File: src/rtl/c64_pkg.sv
// Shared definitions for the c64 system-bus arbiter.
//   state_t   : arbiter FSM states (CPU owns, BA warning, other master owns)
//   cnt_width : bits needed to hold values 0..max_val (minimum 1)
package c64_pkg;

   typedef enum logic [1:0] {
      ST_CPU  = 2'd0,
      ST_WARN = 2'd1,
      ST_MST  = 2'd2
   } state_t;

   function automatic int unsigned cnt_width(input int unsigned max_val);
      return (max_val < 2) ? 1 : $clog2(max_val + 1);
   endfunction

endpackage

File: src/rtl/c64_prio_enc.sv
// Highest-set-bit encoder over vec[N-1:1]; bit 0 is ignored.
//   vec   in  N   request vector
//   idx   out IW  index of highest set bit above 0 (0 when none)
//   valid out 1   at least one of vec[N-1:1] is set
module c64_prio_enc #(
   parameter int unsigned N  = 3,
   parameter int unsigned IW = 2
) (
   input  logic [N-1:0]  vec,
   output logic [IW-1:0] idx,
   output logic          valid
);

   // Ascending scan so the last hit (highest index) wins.
   always_comb begin
      idx   = '0;
      valid = 1'b0;
      for (int k = 1; k < N; k++) begin
         if (vec[k]) begin
            idx   = IW'(k);
            valid = 1'b1;
         end
      end
   end

endmodule

File: src/rtl/c64_bus_arbiter.sv
// System-bus arbiter and read-data concentrator.
//   clk, reset              clock, synchronous active-high reset
//   phase_en                bus phase strobe; grant changes only here
//   req                     master bus requests (bit 0 ignored)
//   m_addr/m_we/m_wdata     packed per-master bus signals
//   grant, ba, aec          one-hot owner, BA warning, master 0 owns bus
//   bus_addr/bus_we/bus_wdata  owner's signals (combinational mux)
//   s_cs, s_rdata           slave selects and packed slave read data
//   bus_rdata               registered OR of selected slaves' data
//   cs_conflict             sticky multiple-select flag
module c64_bus_arbiter
   import c64_pkg::*;
#(
   parameter int unsigned NM      = 3,
   parameter int unsigned NS      = 12,
   parameter int unsigned AW      = 16,
   parameter int unsigned DW      = 8,
   parameter int unsigned BA_LEAD = 3
) (
   input  logic            clk,
   input  logic            reset,
   input  logic            phase_en,
   input  logic [NM-1:0]   req,
   input  logic [NM*AW-1:0] m_addr,
   input  logic [NM-1:0]   m_we,
   input  logic [NM*DW-1:0] m_wdata,
   output logic [NM-1:0]   grant,
   output logic            ba,
   output logic            aec,
   output logic [AW-1:0]   bus_addr,
   output logic            bus_we,
   output logic [DW-1:0]   bus_wdata,
   input  logic [NS-1:0]   s_cs,
   input  logic [NS*DW-1:0] s_rdata,
   output logic [DW-1:0]   bus_rdata,
   output logic            cs_conflict
);

   localparam int unsigned IW = cnt_width(NM - 1);
   localparam int unsigned CW = cnt_width(BA_LEAD);

   state_t        state_q, state_d;
   logic [CW-1:0] cnt_q, cnt_d;
   logic [IW-1:0] owner_q, owner_d;
   logic [NM-1:0] grant_q, grant_d;
   logic          ba_q, ba_d;
   logic [IW-1:0] hi_idx;
   logic          hi_valid;
   logic [DW-1:0] rd_or;
   logic          multi_cs;

   c64_prio_enc #(.N(NM), .IW(IW)) u_hi (
      .vec   (req),
      .idx   (hi_idx),
      .valid (hi_valid)
   );

   // Arbiter state register.
   always_ff @(posedge clk) begin
      if (reset) begin
         state_q <= ST_CPU;
         cnt_q   <= '0;
         owner_q <= '0;
         grant_q <= NM'(1);
         ba_q    <= 1'b0;
      end else begin
         state_q <= state_d;
         cnt_q   <= cnt_d;
         owner_q <= owner_d;
         grant_q <= grant_d;
         ba_q    <= ba_d;
      end
   end

   // Next-state: BA lead countdown, then fixed-priority ownership at strobes.
   always_comb begin
      state_d = state_q;
      cnt_d   = cnt_q;
      owner_d = owner_q;
      ba_d    = ba_q;
      grant_d = '0;
      unique case (state_q)
         ST_CPU: begin
            // Request detection is not gated by phase_en.
            if (hi_valid) begin
               state_d = ST_WARN;
               cnt_d   = CW'(BA_LEAD);
               ba_d    = 1'b1;
            end
         end
         ST_WARN: begin
            // A request drop beats a coincident strobe.
            if (!hi_valid) begin
               state_d = ST_CPU;
               cnt_d   = '0;
               ba_d    = 1'b0;
            end else if (phase_en) begin
               if (cnt_q == '0) begin
                  state_d = ST_MST;
                  owner_d = hi_idx;
               end else begin
                  cnt_d = cnt_q - CW'(1);
               end
            end
         end
         ST_MST: begin
            // Preemption and hand-down both resolve to the current highest request.
            if (phase_en) begin
               if (!hi_valid) begin
                  state_d = ST_CPU;
                  owner_d = '0;
                  ba_d    = 1'b0;
               end else begin
                  owner_d = hi_idx;
               end
            end
         end
         default: begin
            state_d = ST_CPU;
            cnt_d   = '0;
            owner_d = '0;
            ba_d    = 1'b0;
         end
      endcase
      for (int k = 0; k < NM; k++) begin
         if (owner_d == IW'(k)) grant_d[k] = 1'b1;
      end
   end

   assign grant = grant_q;
   assign ba    = ba_q;
   assign aec   = grant_q[0];

   // Owner's address/write mux; defaults to master 0.
   always_comb begin
      bus_addr  = m_addr[AW-1:0];
      bus_we    = m_we[0];
      bus_wdata = m_wdata[DW-1:0];
      for (int k = 1; k < NM; k++) begin
         if (owner_q == IW'(k)) begin
            bus_addr  = m_addr[k*AW +: AW];
            bus_we    = m_we[k];
            bus_wdata = m_wdata[k*DW +: DW];
         end
      end
   end

   // Read OR-reduce over selected slaves.
   always_comb begin
      rd_or = '0;
      for (int j = 0; j < NS; j++) begin
         if (s_cs[j]) rd_or = rd_or | s_rdata[j*DW +: DW];
      end
   end

   assign multi_cs = ($countones(s_cs) > 1);

   // Registered read data and sticky conflict flag.
   always_ff @(posedge clk) begin
      if (reset) begin
         bus_rdata   <= '0;
         cs_conflict <= 1'b0;
      end else begin
         bus_rdata <= rd_or;
         if (multi_cs) cs_conflict <= 1'b1;
      end
   end

endmodule
File: config.mk
export PLATFORM = sky130hd
export DESIGN_NAME = c64_bus_arbiter
export DESIGN_NICKNAME = d
export VERILOG_FILES = /design/src/rtl/c64_pkg.sv /design/src/rtl/c64_prio_enc.sv /design/src/rtl/c64_bus_arbiter.sv
export SDC_FILE = /design/constraint.sdc
export NUM_CORES = 1
export LEC_CHECK = 0
export CAP_MARGIN = 20
export CELL_PAD_IN_SITES_DETAIL_PLACEMENT = 1
export CELL_PAD_IN_SITES_GLOBAL_PLACEMENT = 1
export CORE_MARGIN = 1
export CORE_UTILIZATION = 21
export CTS_CLUSTER_DIAMETER = 50
export DETAILED_ROUTE_END_ITERATION = 6
export PLACE_DENSITY_LB_ADDON = 0.1
export SYNTH_ARGS = -nofsm -noshare
export SYNTH_HDL_FRONTEND = slang
export SYNTH_HIERARCHICAL = 1
export SYNTH_SLANG_ARGS = --single-unit
File: constraint.sdc
create_clock -name clk -period 9.7 [get_ports clk]
set_clock_uncertainty 0.1 [all_clocks]
set_input_delay 1.455 -clock clk [delete_from_list [all_inputs] [get_ports clk]]
set_output_delay 1.455 -clock clk [all_outputs]
set_load 0.02 [all_outputs]
* Word level (Yosys, flattened, before mapping) *
Cells that the tools add are included.

cells by class
  muxes and demuxes = 47
  bitwise gates (word level) = 12
  $add $sub $neg = 12
  equal/unequal tests = 12
  magnitude comparators = 1
  reductions and logical operators = 6

operators by type and width
  cell                   count
  $mux W8                14
  $or A8 B8 Y8           11
  $mux W16               2
  $mux W2                16
  $pmux W2 S3            3
  $add A1 B1 Y2          6
  $mux W1                11
  $add A2 B2 Y3          3
  $ne A3 B3 Y1 const B   3
  $eq A2 B1 Y1 const B   3
  $eq A2 B2 Y1 const B   3
  $logic_not A2 Y1       3
  $ne A2 B2 Y1 const B   3
  $add A4 B3 Y5          1
  $gt A5 B1 Y1 const B   1
  $reduce_and A5 Y1      1
  $add A3 B3 Y4          1
  $reduce_and A4 Y1      1
  $pmux W1 S3            1
  $reduce_and A2 Y1      1
  $sub A2 B1 Y2 const B  1
  $not A1 Y1             1

word-level totals
  register bits = 19
  logic and storage cells = 97
  output and inout port bits = 39
  input port bits = 189

* Longest topological paths before layout *
Gate-level depths: netlist of run 1.

  depth in word-level cells = 23
  mapped depth = 12
  depth with buffers taken out = 11

* Hierarchy *
Netlist of run 1, hierarchy kept.

modules (own cells, without submodules)
  module           cells an instance  seq. area each (sq um)  instances  area an instance (sq um)
  c64_bus_arbiter  288                380.4                   1          2341.0
  c64_prio_enc     3                  0.0                     1          20.0

* Least setup slack after synthesis of run 1 *
Ideal clock, no wire load.

  kind = input-to-reg
  from = in s_cs[5]
  to = reg cs_conflict
  path buffers = 1
  setup time = 0.132 ns
  stages = 11
  required time = 9.468 ns
  slack = 4.912 ns
  arrival time = 4.555 ns
  cell sequence = clkbuf_1 > inv_1 > fa_1 > fa_1 > fa_1 > fa_1 > inv_1 > ha_1 > fa_1 > nor3_1 > a21oi_1

between the ends
  cells in the longest elaborated chain, start to end = 5

RTL lines
  item                                 RTL line                RTL
  start: declaration                   c64_bus_arbiter.sv:33   input logic [NS-1:0] s_cs,
  $add A1 B1 Y2 (not written as such)  c64_bus_arbiter.sv:156  assign multi_cs = ($countones(s_cs) > 1);
  $add A2 B2 Y3 (not written as such)  c64_bus_arbiter.sv:156
  $add A3 B3 Y4 (not written as such)  c64_bus_arbiter.sv:156
  $add A4 B3 Y5 (not written as such)  c64_bus_arbiter.sv:156
  $gt A5 B1 Y1                         c64_bus_arbiter.sv:156
  end signal: assignment               c64_bus_arbiter.sv:162  cs_conflict <= 1'b0;
  end signal: assignment               c64_bus_arbiter.sv:165  if (multi_cs) cs_conflict <= 1'b1;
  end: declaration                     c64_bus_arbiter.sv:36   output logic cs_conflict

Every way passes these cells.
A chain may end at the register's enable or synchronous reset.

* Worst setup path in the final report of run 1 *
  from = in s_cs[7]
  to = reg cs_conflict

Same word-level chain as after synthesis.

==> results of run 1 <==
==> routing by layer <==
layer  vias up  GRT usage
met2       166      0.365
met1      1479      0.188
met3        20     0.0555
met5         -          0
met4         0     0.0665
li1       1509          -
==> layout by cell type (no fill, tap or decap), types with 2 or more instances in the layout <==
cell type        instances
a211oi_1                27
a21oi_1                 29
a21oi_2                  2
a221oi_1                24
a22o_1                  24
a31oi_1                  9
and3b_1                  2
clkbuf_8                 3
clkdlybuf4s50_1        226
dfxtp_1                 17
dfxtp_2                  2
fa_1                     7
ha_1                     9
inv_1                   18
mux2i_1                 26
nand2_1                  2
nand3_1                  3
nor2_1                  10
nor2b_1                 27
nor3_1                   4
o21ai_0                  3
==> worst max-delay path: cells and delay by family <==
| kind | cells | cell delay, ns |
|---|---|---|
| AOI/OAI and AO/OA | 1 | 0.08 |
| adders and majority gates | 6 | 2.60 |
| buffers and inverters | 3 | 0.93 |
| and+or+nand+nor | 1 | 0.18 |
==> synth_stat cells, types with 2 or more instances <==
cell type and number:
a21oi_1 29, a211oi_1 27, nor2b_1 27, mux2i_1 26
a221oi_1 24, a22o_1 24, clkbuf_1 22, dfxtp_1 19
inv_1 18, nor2_1 10, a31oi_1 9, ha_1 9
fa_1 7, buf_4 4, nor3_1 4, buf_2 3
nand3_1 3, o21ai_0 3, a21oi_2 2, and3b_1 2
buf_1 2, nand2_1 2
==> cell families after synthesis <==
group / count (synthesis) / synth area share
buffers and inverters: 50 / 0.0906
flip-flops: 19 / 0.161
AND/OR/NAND/NOR: 55 / 0.138
adder cells (fa/ha/maj): 16 / 0.107
multiplexers: 26 / 0.110
AO/OA/AOI/OAI: 125 / 0.393
==> per-stage QoR <==
stage                     instances  worst slack, ns  area, sq um  hold slack (ns)  utilization
after floorplan                 291             4.91         2360            0.378            -
after global placement          626             4.29         4660            0.384        0.428
after detailed placement        626             4.21         4660            0.409        0.428
after CTS                       630             4.46         4710            0.423        0.432
after global routing            630             4.33         4710            0.440        0.432
final                           630             4.46         4710            0.415        0.432
==> sequential cells by signal, summed over array words and instances (netlist names) <==
name and cells:
grant 3, bus_rdata 8, ba 1, owner_q 2
cs_conflict 1, state_q 2, cnt_q 2
==> power breakdown <==
group / internal [mW] / switching [mW] / leakage [nW] / total [mW]
logic: 0.193 / 0.165 / 1.54 / 0.358
registers: 0.0929 / 0.0159 / 0.159 / 0.109
clock network: 0.0286 / 0.0295 / 0.0255 / 0.0582
==> worst paths after layout <==
| check | cells past startpoint | to | from |
|---|---|---|---|
| worst max-delay path | 11 | cs_conflict | s_cs[7] |
| worst min-delay path | 2 | cnt_q[0] | cnt_q[0] |
| worst max register to register | 6 | cnt_q[1] | state_q[1] |
| worst min register to register | 2 | cnt_q[0] | cnt_q[0] |
==> final cells by class <==
| class | count | area, sq um | area share |
|---|---|---|---|
| timing repair buffer | 227 | 2270 | 0.482 |
| multi-input combinational | 222 | 1770 | 0.375 |
| sequential | 19 | 383 | 0.0813 |
| tap | 140 | 175 | 0.0372 |
| inverter | 18 | 67.6 | 0.0144 |
| clock buffer | 3 | 41.3 | 0.00877 |
| clock inverter | 1 | 5.00 | 0.00106 |
==> summary.txt, run 1 <==
Global routing
  • Vias in the first global route: 3,455
  • Initial antenna violation count: 0
  • Largest net degree at the start of global routing: between 70 and 80
  • Grt ovf: 0
  • First-pass GRT wire length: between 15 and 20 mm
  • Total track usage: 0.188

Critical path
  • Critical path class: input port to flop
  • Crit path cell chain: clkdlybuf4s50_1, inv_1, fa_1, fa_1, fa_1, fa_1, inv_1, ha_1, fa_1, nor3_1, a21oi_1
  • Worst EP required: a little under 10 ns
  • Slowest cell on the critical path: clkdlybuf4s50_1
  • Startpoint types: input port
  • CP endpoint kind: flop
  • Arr. time, crit path: between 5 and 6 ns
  • Worst reg2reg setup slack: about 7.9 ns
  • CP most frequent cell: fa_1
  • Max incr delay on CP: approximately 0.77 ns
  • Largest fanout on the critical path: 9

Logic synthesis
  • Post-synth cell types: 37
  • Sequential area share after synthesis: 0.161
  • Post-synth EDFFs: 0
  • Fraction of registers with async set/reset: 0
  • Syn_nets: a little under 500
  • Syn avg cell area: 8.11 sq um
  • Syn Std Cell Area: approximately 2400 sq um
  • Ys flop type: dfxtp_1
  • Yosys warnings: 6
  • Top cell type's share of synthesized area: 0.161
  • Synth top area cells: dfxtp_1 16%, mux2i_1 11%, a221oi_1 8.9%
  • Cells after synthesis: 291
  • Register bit total from synthesis: 19
  • Area leader, netlist: dfxtp_1

Routing
  • Final ANT Viol Nets: 0
  • Met3 routed WL: between 1 and 1.5 mm
  • Via count: between 3k and 4k
  • Drt pass-1 iters: 4
  • DRT met1 WL: 4.34 mm
  • Vias per Instance: slightly above 5
  • 1st-iter DRT viols: roughly 120
  • Remaining DRCs: 0
  • Routed wl met2: between 5 and 6 mm
  • Top Metal Used: met4
  • Drt wl/cell: 18.2 um
  • WL final: between 10 and 15 mm

CTS
  • CTS root buffer: clkbuf_8
  • Setup Fix Bufs, Post-CTS: 0
  • Num CTS Buffers: 3
  • H-tree depth reported by CTS: 1
  • CTS tree: done
  • CTS clk-pin slew, worst paths: around 0.08 ns
  • Sink Count: 19
  • CTS Buffer Depth: 2
  • Post_cts resized: 0
  • Clock Latency Late Sink: roughly 0.26 ns
  • Hold_buf cts: 0

STA
  • RSZ-0062 raised after global routing: no
  • Pins Over Slew Limit: 0
  • Final period util: 0.540
  • Fmax: between 150 and 200 MHz
  • Slew HR: 0.359
  • Final Hold Viols: 0
  • Total negative setup slack: 0 ns
  • Final setup violation count: 0
  • Final worst path period need: around 5.2 ns
  • Worst-Margin Slew: 0.961 ns

Layout
  • Nets: just under 700
  • P&R area growth vs syn: 99.4%
  • Share of cells above drive strength 1: 0.0265
  • Filler cells: about 1.3k
  • N_diodes: 0

Outcome
  • Outcome: complete, no violations

Floorplan
  • # IOs: ~230
  • Die height: approximately 110 um
  • Initial Utilization: 0.217
  • Die width: 108 um
  • Cell Rows: 38
  • Area of the die: about 12,000 sq um
  • Core region area: between 10,000 and 15,000 sq um

Power
  • LEAKAGE: 1.73 nW
  • Pwr Density: around 110 nW/um^2
  • Maximum vdd drop: roughly 0.07 mV
  • Design Power: between 0.5 and 0.6 mW

Worst hold path
  • Path type of the worst min-delay path: flop to flop

Placement
  • # port buffers: between 200 and 250
  • Hpwl dp: between 9 and 10 mm
  • RD Place Congestion: 0.819

Job
  • MaxCap Viol Count: 0
No activity file was read; power rests on OpenSTA's default activity.
==> inputs of run 2 (changes only) <==
--- a/config.mk
+++ b/config.mk
@@ -9,7 +9,7 @@
 export CELL_PAD_IN_SITES_DETAIL_PLACEMENT = 1
 export CELL_PAD_IN_SITES_GLOBAL_PLACEMENT = 1
 export CORE_MARGIN = 1
-export CORE_UTILIZATION = 21
+export CORE_UTILIZATION = 18
 export CTS_CLUSTER_DIAMETER = 50
 export DETAILED_ROUTE_END_ITERATION = 6
 export PLACE_DENSITY_LB_ADDON = 0.1
==> constraint.sdc (replaced) <==
create_clock -name clk -period 4.5 [get_ports clk]
set_clock_uncertainty 0.1 [all_clocks]
set_input_delay 0.675 -clock clk [delete_from_list [all_inputs] [get_ports clk]]
set_output_delay 0.675 -clock clk [all_outputs]
set_load 0.02 [all_outputs]
==> summary.txt, run 2 (synthesis gave the netlist of run 1 again) <==
Floorplan
  • Initial Utilization: 0.186
  • Die height: ~120 um
  • Area of the die: roughly 14,000 sq um
  • Die width: between 100 and 150 um
  • # IOs: approximately 230
  • Core region area: about 13,000 sq um
  • Cell Rows: slightly above 40

Global routing
  • Largest net degree at the start of global routing: 53
  • Initial antenna violation count: 0
  • First-pass GRT wire length: roughly 18 mm
  • Grt ovf: 0
  • Met3 Use GR: 0.0550
  • Gr busiest metal: met2
  • Vias in the first global route: about 3.4k
  • Met1 usage: 0.176
  • GR Layer Usage met2: 0.331
  • Total track usage: 0.173

CTS
  • Setup Fix Bufs, Post-CTS: 0
  • Hold_buf cts: 0
  • CTS tree: done
  • Clock Latency Late Sink: between 0.2 and 0.3 ns
  • CTS clk-pin slew, worst paths: ~0.060 ns
  • Num CTS Buffers: 3
  • Sink Count: 19
  • Post_cts resized: 0
  • CTS Buffer Depth: 2
  • CTS root buffer: clkbuf_16
  • H-tree depth reported by CTS: 1

Routing
  • 1st-iter DRT viols: around 100
  • Vias per Instance: approximately 4.8
  • Via count: 3,204
  • Final ANT Viol Nets: 0
  • Drt pass-1 iters: 4
  • Remaining DRCs: 0
  • WL final: approximately 12 mm
  • Drt wl/cell: approximately 18 um

Critical path
  • Reg2reg end: grant[1]
  • R2R Path Start: state_q[0]
  • Arr. time, crit path: around 4.2 ns
  • CP endpoint kind: flop
  • Critical path class: input port to flop
  • Worst reg2reg setup slack: 2.67 ns
  • Reg2Reg Depth: 6
  • Startpoint types: input port
  • Worst EP required: 4.51 ns
  • Largest fanout on the critical path: 2

STA
  • Hold slack final: 0.404 ns
  • RSZ-0062 raised after global routing: no
  • Fmax: ~240 MHz
  • Final worst path period need: slightly above 4 ns
  • Final Hold Viols: 0
  • Final setup violation count: 0
  • Worst-Margin Slew: 1.01 ns
  • Final period util: 0.923
  • Pins Over Slew Limit: 0
  • Slew HR: 0.329
  • Total negative setup slack: 0 ns

Worst hold path
  • Hold Crit Start: cnt_q[0]
  • End of the worst hold path: cnt_q[0]
  • Worst hold stages: 2
  • Path type of the worst min-delay path: flop to flop

Layout
  • Fin util: 0.383
  • N_diodes: 0
  • Filler cells: 1,533
  • Max FFs per register: 8
  • Share of cells above drive strength 1: 0.0460
  • P&R area growth vs syn: 106%
  • Nets: approximately 710
  • Commonest non-fill, non-tap cells in the layout: 226 x clkdlybuf4s50_1, 29 x a21oi_1, 27 x nor2b_1, 27 x a211oi_1, 26 x mux2i_1
  • Commonest non-fill, non-tap cell in the layout: clkdlybuf4s50_1
  • Biggest register: bus_rdata

Power
  • Maximum vdd drop: between 0.15 and 0.2 mV
  • Pwr Density: roughly 250 nW/um^2
  • LEAKAGE: ~1.8 nW

Placement
  • Hpwl dp: 10.2 mm
  • # port buffers: 226
  • RD Place Congestion: 0.776

Job
  • MaxCap Viol Count: 0

Outcome
  • Outcome: complete, no violations
[run 2: how the worst max path moves through the flow]
stage | start | to | slack (ns) | cells after the start
after detailed placement | s_cs[0] | cs_conflict | 0.07 | 11
after global placement | s_cs[0] | cs_conflict | 0.13 | 11
after floorplan | s_cs[5] | cs_conflict | 0.49 | 11
final | s_cs[0] | cs_conflict | 0.35 | 11
after CTS | s_cs[0] | cs_conflict | 0.31 | 11
after global routing | s_cs[0] | cs_conflict | 0.18 | 11
[run 2: final cells by class]
cell class / count / area, sq um / share of cell area
repair buffers: 237 / 2360 / 0.484
clock buffers: 3 / 75.1 / 0.0154
clock inverters: 1 / 5.00 / 0.00103
well taps: 172 / 215 / 0.0442
flip-flops and latches: 19 / 383 / 0.0786
inverters: 18 / 67.6 / 0.0139
multi-input cells: 222 / 1770 / 0.363
[run 2: report_power, final]
part / switching, mW / internal (mW) / leakage, nW / total (mW)
sequential: 0.0416 / 0.201 / 0.159 / 0.242
clock: 0.0758 / 0.120 / 0.0409 / 0.195
combinational: 0.352 / 0.425 / 1.59 / 0.777
total: 0.469 / 0.746 / 1.79 / 1.21
[run 2: per-stage QoR]
stage                     total power [mW]  area [sq um]  instances  setup WS [ns]
after CTS                             1.23          4870        672          0.310
final                                 1.21          4870        672          0.347
after floorplan                      0.663          2360        291          0.492
after detailed placement              1.03          4790        668         0.0700
after global routing                  1.31          4870        672          0.184
after global placement                1.01          4790        668          0.128
[run 2: critical path: stages]
cell	delay, ns
clkdlybuf4s50_1	0.45
fa_1	0.54
inv_1	0.05
fa_1	0.54
fa_1	0.45
fa_1	0.51
inv_1	0.05
ha_1	0.20
fa_1	0.44
nor3_1	0.17
a21oi_1	0.08
[run 2: metal layers]
layer | part of all wire | wire [um] | up-vias
met3 | 0.11 | 1340 | 16
met2 | 0.49 | 6080 | 165
li1 | - | - | 1527
met5 | 0 | 0 | -
met4 | 0.024 | 293 | 0
met1 | 0.38 | 4650 | 1496
==> inputs of run 3 (changes only) <==
--- a/config.mk
+++ b/config.mk
@@ -9,7 +9,7 @@
 export CELL_PAD_IN_SITES_DETAIL_PLACEMENT = 1
 export CELL_PAD_IN_SITES_GLOBAL_PLACEMENT = 1
 export CORE_MARGIN = 1
-export CORE_UTILIZATION = 18
+export CORE_UTILIZATION = 21
 export CTS_CLUSTER_DIAMETER = 50
 export DETAILED_ROUTE_END_ITERATION = 6
 export PLACE_DENSITY_LB_ADDON = 0.1
==> constraint.sdc (replaced) <==
create_clock -name clk -period 5.1 [get_ports clk]
set_clock_uncertainty 0.1 [all_clocks]
set_input_delay 0.765 -clock clk [delete_from_list [all_inputs] [get_ports clk]]
set_output_delay 0.765 -clock clk [all_outputs]
set_load 0.02 [all_outputs]
==> summary.txt, run 3 (synthesis gave the netlist of run 1 again) <==
CTS
  • Sink Count: 19
  • Post_cts resized: 0
  • CTS clk-pin slew, worst paths: approximately 0.09 ns
  • CTS tree: done
  • Setup Fix Bufs, Post-CTS: 0
  • H-tree depth reported by CTS: 1
  • Clock Latency Late Sink: roughly 0.27 ns
  • Num CTS Buffers: 3
  • Hold_buf cts: 0
  • CTS Buffer Depth: 2
  • CTS root buffer: clkbuf_8

Global routing
  • Largest net degree at the start of global routing: 53
  • Met1 usage: 0.197
  • Gr busiest metal: met2
  • First-pass GRT wire length: 17.0 mm
  • GR Layer Usage met2: 0.370
  • Vias in the first global route: between 3k and 4k
  • Grt ovf: 0
  • Total track usage: 0.190
  • Met3 Use GR: 0.0567
  • Initial antenna violation count: 0

Critical path
  • Worst EP required: slightly above 5 ns
  • Max incr delay on CP: ~0.57 ns
  • Startpoint types: input port
  • Slowest cell on the critical path: fa_1
  • Largest fanout on the critical path: 2
  • CP endpoint kind: flop
  • Critical path class: input port to flop
  • Arr. time, crit path: roughly 4.2 ns
  • CP most frequent cell: fa_1
  • Crit path cell chain: clkdlybuf4s50_1, fa_1, inv_1, fa_1, fa_1, fa_1, inv_1, ha_1, fa_1, nor3_1, a21oi_1

STA
  • Fmax: ~240 MHz
  • Total negative setup slack: 0 ns
  • Final setup violation count: 0
  • Pins Over Slew Limit: 0
  • Final worst path period need: about 4.2 ns
  • RSZ-0062 raised after global routing: no
  • Final period util: 0.821
  • Worst-Margin Slew: just under 1 ns
  • Final setup margin: between 0.9 and 1 ns
  • Final Hold Viols: 0
  • Slew HR: 0.351

Floorplan
  • Initial Utilization: 0.217
  • Die height: between 100 and 150 um
  • Core region area: roughly 11,000 sq um
  • Die width: around 110 um
  • Area of the die: 11,700 sq um
  • Cell Rows: 38
  • # IOs: roughly 230

Power
  • Clock share of power: 0.117
  • Comb pwr share: 0.671
  • Reg power frac: 0.213
  • Switching Share: 0.399
  • Psw: between 0.3 and 0.4 mW
  • Pint: roughly 0.60 mW
  • LEAKAGE: ~1.8 nW
  • Pwr Density: approximately 210 nW/um^2
  • Maximum vdd drop: roughly 0.12 mV

Routing
  • Final ANT Viol Nets: 0
  • Via count: about 3.2k
  • 1st-iter DRT viols: 85
  • Drt wl/cell: approximately 18 um
  • Remaining DRCs: 0
  • Vias per Instance: ~5
  • WL final: about 11 mm
  • Drt pass-1 iters: 4

Layout
  • Commonest non-fill, non-tap cell in the layout: clkdlybuf4s50_1
  • Max FFs per register: 8
  • Design area: roughly 4800 sq um
  • Fin util: 0.437
  • N_diodes: 0
  • Biggest register: bus_rdata
  • P&R area growth vs syn: 102%
  • Share of cells above drive strength 1: 0.0402
  • Filler cells: approximately 1.3k
  • Nets: roughly 700
  • Commonest non-fill, non-tap cells in the layout: 226 x clkdlybuf4s50_1, 29 x a21oi_1, 27 x nor2b_1, 27 x a211oi_1, 26 x mux2i_1

Worst hold path
  • Path type of the worst min-delay path: flop to flop

Job
  • MaxCap Viol Count: 0

Placement
  • RD Place Congestion: around 0.77
  • # port buffers: between 200 and 250
  • Pre-CTS worst setup slack: about 0.59 ns
  • Hpwl dp: 9.48 mm
  • DP Area: roughly 4700 sq um

Outcome
  • Outcome: complete, no violations
[run 3: cell count changes in the layout (fill, tap and decap cells not counted), sizes merged]
cell  change
buf       -3
[run 3: per-stage QoR]
stage,total power [mW],instances,hold WS (ns)
floorplan,0.585,291,0.378
global placement,0.877,633,0.385
detailed placement,0.895,633,0.380
CTS,1.02,637,0.398
global route,1.09,637,0.415
finish,1.00,637,0.398
[run 3: metal layers]
metal / up-vias / part of all wire
li1: 1529 / -
met1: 1497 / 0.39
met2: 150 / 0.50
met3: 7 / 0.10
met4: 0 / 0.0082
met5: - / 0
[run 3: final timing paths]
| path | cells past startpoint | to | slack [ns] | startpoint |
|---|---|---|---|---|
| worst min register to register | 2 | ba | 0.40 | ba |
| worst min-delay path | 2 | ba | 0.40 | ba |
| worst max register to register | 6 | grant[2] | 3.28 | state_q[0] |
| worst max-delay path | 11 | cs_conflict | 0.91 | s_cs[0] |
[run 3: layout make-up]
cell class / count / area (sq um) / area share
inverters: 18 / 67.6 / 0.0142
multi-input cells: 222 / 1770 / 0.371
flip-flops and latches: 19 / 383 / 0.0804
clock inverters: 1 / 5.00 / 0.00105
clock buffers: 3 / 41.3 / 0.00867
well taps: 140 / 175 / 0.0368
repair buffers: 234 / 2320 / 0.488
[run 3: critical path, delay by kind of cell]
kind / cells / cell delay (ns)
AO/OA/AOI/OAI: 1 / 0.08
adder cells (fa/ha/maj): 6 / 2.65
buffers and inverters: 3 / 0.55
AND/OR/NAND/NOR: 1 / 0.17
[run 3: power groups by stage]
stage / Clock, mW / Sequential [mW] / Combinational (mW)
after floorplan: 0 / 0.209 / 0.376
after global placement: 0 / 0.215 / 0.662
after detailed placement: 0 / 0.216 / 0.679
after CTS: 0.122 / 0.213 / 0.681
after global routing: 0.128 / 0.218 / 0.742
final: 0.117 / 0.212 / 0.671
